## config.mk

```make
export PLATFORM = sky130hd
export DESIGN_NAME = prbs_history
export DESIGN_NICKNAME = d
export VERILOG_FILES = /design/src/rtl/prbs_pkg.sv /design/src/rtl/prbs_history.sv
export SDC_FILE = /design/constraint.sdc
export NUM_CORES = 1
export LEC_CHECK = 0
export BUFFER_PORTS_ARGS = -buffer_cell sky130_fd_sc_hd__buf_4
export CAP_MARGIN = 10
export CELL_PAD_IN_SITES_DETAIL_PLACEMENT = 1
export CELL_PAD_IN_SITES_GLOBAL_PLACEMENT = 1
export CORE_AREA = 10 10 47 49
export DETAILED_ROUTE_END_ITERATION = 16
export DIE_AREA = 0 0 57 59
export HOLD_SLACK_MARGIN = 0.12
export PLACE_DENSITY = 0.57
export SYNTH_ARGS = -nofsm -noshare
export SYNTH_HDL_FRONTEND = slang
export SYNTH_SLANG_ARGS = --single-unit
```

## constraint.sdc

```tcl
create_clock -name clk -period 1.1 [get_ports clk]
set_input_delay 0 -clock clk [delete_from_list [all_inputs] [get_ports clk]]
set_output_delay 0 -clock clk [all_outputs]
set_load 0.05 [all_outputs]
```

## src/rtl/prbs_pkg.sv

```systemverilog
// rtl/prbs_pkg.sv - shared types, PRBS7 tap defaults and prediction function
//
// Contents:
//   prbs_state_e  : checker state (ST_SEED, ST_HUNT, ST_LOCKED), 2 bits
//   PRBS7_TAP_A/B : default feedback taps for x^7+x^6+1
//   prbs_predict  : next-bit prediction from a history vector
package prbs_pkg;

  typedef enum logic [1:0] {
    ST_SEED   = 2'd0,
    ST_HUNT   = 2'd1,
    ST_LOCKED = 2'd2
  } prbs_state_e;

  localparam int unsigned PRBS7_TAP_A = 6;
  localparam int unsigned PRBS7_TAP_B = 7;

  // History is passed zero-extended to 32 bits so one function serves any
  // LFSR length; taps are 1-based delays (h[0] is the newest bit).
  function automatic logic prbs_predict(input logic [31:0] h,
                                        input int unsigned tap_a,
                                        input int unsigned tap_b);
    return h[tap_b - 1] ^ h[tap_a - 1];
  endfunction

endpackage

```

## src/rtl/prbs_history.sv

```systemverilog
// rtl/prbs_history.sv - N-bit PRBS history shift register with prediction
//
// Ports:
//   clk      : rising-edge clock
//   reset    : synchronous active-high reset, clears history
//   en       : shift enable (one new bit per enabled cycle)
//   load_ext : 1 = shift in bit_in, 0 = shift in own prediction (free-run)
//   bit_in   : external bit
//   hist     : current history, hist[0] newest
//   pred     : combinational prediction of the next stream bit
module prbs_history
  import prbs_pkg::*;
#(
  parameter int unsigned N     = 7,
  parameter int unsigned TAP_A = PRBS7_TAP_A,
  parameter int unsigned TAP_B = PRBS7_TAP_B
) (
  input  logic         clk,
  input  logic         reset,
  input  logic         en,
  input  logic         load_ext,
  input  logic         bit_in,
  output logic [N-1:0] hist,
  output logic         pred
);

  logic [N-1:0] h_q, h_d;

  always_comb begin
    pred = prbs_predict(32'(h_q), TAP_A, TAP_B);
    h_d  = h_q;
    if (en) begin
      h_d = {h_q[N-2:0], (load_ext ? bit_in : pred)};
    end
  end

  always_ff @(posedge clk) begin
    if (reset) begin
      h_q <= '0;
    end else begin
      h_q <= h_d;
    end
  end

  assign hist = h_q;

endmodule

```

# --- Word level (Yosys, flattened, before mapping) ---
# Cells that the tools add are included.
# Widths: inputs -> output; s select.
word_totals:
  regBits: 7
  latchBits: 0
  ramBits: 0
  mem_bits_ro: 0
  input_bits: 5
  output_inout_bits: 8
  memories: 0
op_classes:
  addsub: 0
  n_mul: 0
  div_mod_pow: 0
  n_lt_le_gt_ge: 0
  n_eq_ne: 0
  shift: 0
  muxes: 1
  n_bitwise: 1
  n_reduce_logical: 0
op_table:
  columns: ["op", "count"]
  rows:
  - ["$mux 1", 1]
  - ["$xor 1x1->1", 1]

# --- Longest topological paths before layout ---
depth:
  word_depth: 2
  depth_mapped: 3

# --- Worst setup path before layout ---
# OpenSTA, ideal clock, no wires.
synth_path:
  path_kind: "register -> register"
  from: "register h_q[5], in the netlist hist[5]"
  to: "register h_q[0], in the netlist hist[0]"
  setup_time_ps: 61
  arrival_time_ps: 1720
  setup_slack_ps: -680
  stages_incl_launch_ff: 3
  synth_period_minus_slack_ps: 1780
  path_cell_list: "dfxtp_1 xor2_1 a211o_1"
synth_between:
  elab_chain_cells: 2
synth_rtl:
  columns: ["item", "line_no", "text"]
  rows:
  - ["start, declared", "prbs_history.sv:27", "logic [N-1:0] h_q, h_d;"]
  - ["start signal, assigned", "prbs_history.sv:39", "h_q <= '0;"]
  - ["start signal, assigned", "prbs_history.sv:41", "h_q <= h_d;"]
  - ["$xor 1x1->1", "prbs_pkg.sv:23", "return h[tap_b - 1] ^ h[tap_a - 1];"]
  - ["named net pred", "prbs_history.sv:24", "output logic pred"]
  - ["$mux 1", "prbs_history.sv:33", "h_d = {h_q[N-2:0], (load_ext ? bit_in : pred)};"]
# The timed path passes the listed nets, and every way through them passes these cells.
# A chain may end at the register's enable or synchronous reset.

==> reports/metrics.yaml <==
place:
  place_congestion: 0.644
  portBuffers: 12
  preCtsSetupSlack_ns: 0.205
  dp_cells: 52
worst_hold_path:
  worstHoldEndpoint: "hist[0]"
  worstHoldStart: "load_ext"
  min-delay-path-class: "input port to flop"
  hold_depth: 3
layout:
  fin_util_pct: 32.7
  final_common_cell: "buf_4"
  final_cell_mix: "12 x buf_4, 6 x mux2i_1, 6 x nor2_1"
  multi_input_area_um2: 144
  fin_nets: 49
  diodes: 0
  seq_area_um2: 148
  stdcell_count: 59
  drive_above_1_share_pct: 41.9
  nFillCells: 170
  area_growth_pct: 61.2
  largest_reg_flops: 7
synthesis:
  yosysSeqAreaShare_pct: 49.3
  avgSynthCellArea_um2: 10.9
  synth-seq-cells: 7
  synth_fp_nets: 31
  yosys_warnings: 0
  yosysTopAreaCellShare_pct: 49.3
  syn-instance-count: 26
  yosysUniqueCellTypes: 9
  synthTopCellsByArea: "dfxtp_1 49%, mux2i_1 21%, nor2_1 7.9%"
  syn_area_um2: 284
  synth_top_cell_by_area: "dfxtp_1"
routing:
  wirelength_um: 724
  first_pass_iters: 1
  wl_per_cell_um: 12.3
  detail-route-antenna-nets: 0
  vias: 240
  drtIter0Drc: 0
  drcViolationCount: 0
  vias_per_cell: 4.07
critical_path:
  timing.rr.start: "hist[5]"
  r2r-end: "hist[0]"
  cp-start-kind: "input port"
  cp_cell_sequence: "dlygate4sd3_1, buf_4, and4b_1, a211o_1"
  rr_worst_depth: 2
  critPathMaxFanout: 9
  critPathSlowestCell: "dlygate4sd3_1"
  cpPeakStageDelay_ns: 0.54
  worst_ep_required_time_ns: 1.24
  reg2reg_slack_ns: 0.21
  path_buf_inv: 2
  arrival_ns: 1.18
  path_delay_family: "buffers and inverters"
  cp-end-kind: "flop"
  crit_type: "input port to flop"
floorplan:
  die_h_um: 59
  ioPinCount: 13
  chipWidth_um: 57
  core_um2: 1400
  row_count: 14
  dieArea_um2: 3360
  start_util_pct: 20.3
clocking:
  htreeDepth: 1
  cts_tree: "done"
  hold_buffers: 3
  clock_latency_ns: 0.25
  clockRootBuffer: "clkbuf_4"
  cts_resized: 0
  clock_sinks: 7
  post_cts_buffers: 0
  cts.clk_slew.worst_paths_ns: 0.05
  numCtsBuffers: 3
  clockBufferDepth: 2
timing:
  setup_viol: 0
  rsz0062_at_grt: "no"
  fmax_ghz: 0.961
  clock_skew_ns: 0.00403
  layout_setup_ws_ns: 0.0592
  timing.setup.tns_ns: 0
  fin_crit_ns: 1.04
  tightest_slew_ns: 0.151
  slew_violations: 0
  period_share_pct: 94.6
  slew_headroom_pct: 89.6
  hold_violations: 0
power:
  switching_share_pct: 21.8
  internal-power_mw: 0.418
  p_leak_nw: 0.221
  pwr-share-seq_pct: 47.6
  clock_power_share_pct: 42.2
  switching_power_mw: 0.116
  ir_drop_mv: 0.575
  powerDensity_nw_per_um2: 1170
  p_comb_share_pct: 10.2
global_route:
  globalRouteTotalUtil_pct: 4.89
  grt_pass1_wl_um: 1300
  antenna_found_initial: 0
  grt_overflow: 0
  grt_max_degree: 10
  grt_pass1_vias: 287
job:
  maxCapViolCount: 0
status:
  status: "complete, no violations"
[per-layer routing]
metal | vias to the layer above | global-route usage, % | part of all wire (%)
met1 | 108 | 4.54 | 41
met5 | - | 0 | 0
li1 | 122 | - | -
met2 | 10 | 7.60 | 48
met3 | 0 | 3.65 | 11
met4 | 0 | 3.02 | 0
[Yosys cell counts]
library cell  number
a211o_1            1
and4b_1            1
buf_4              1
buf_6              1
dfxtp_1            7
mux2i_1            6
nor2_1             6
nor3b_1            2
xor2_1             1
[layout make-up]
type	instances	area share (%)
clock buffers	4	5.74
flip-flops and latches	7	32.2
well taps	16	4.37
repair buffers	15	26.2
multi-input cells	17	31.4
[kinds of logic after synthesis]
family,count (synthesis),share of synthesized area [%]
buf+inv,2,6.61
xor+xnor,1,3.08
flops,7,49.3
compound gates,1,3.08
mux,6,21.1
simple gates,9,16.7
[power groups by stage]
stage	Clock (mW)	Combinational, mW	Sequential (mW)
after CTS	0.237	0.0550	0.254
after global routing	0.272	0.0587	0.254
after global placement	0	0.0457	0.259
final	0.225	0.0544	0.254
after detailed placement	0	0.0465	0.259
after floorplan	0	0.0239	0.268
[per-stage QoR]
stage | power [mW] | cell area (um2) | hold WS (ns)
CTS | 0.546 | 458 | 0.128
detailed placement | 0.306 | 402 | 0.238
finish | 0.534 | 458 | 0.134
floorplan | 0.292 | 310 | 0.205
global placement | 0.305 | 402 | 0.229
global route | 0.585 | 458 | 0.127
[worst min-delay path, stage by stage]
cell,delay (ns)
buf_4,0.08
and4b_1,0.18
a211o_1,0.09
[worst max path at each step]
| stage | from | end | slack (ns) | cells past startpoint |
|---|---|---|---|---|
| after floorplan | hist[5] | hist[0] | 0.03 | 2 |
| after global placement | hist[5] | hist[0] | 0.22 | 2 |
| after detailed placement | hist[5] | hist[0] | 0.20 | 2 |
| after CTS | en | hist[0] | 0.07 | 4 |
| after global routing | en | hist[0] | 0.06 | 4 |
| final | en | hist[0] | 0.06 | 4 |
(Power assumes the default switching activity.)
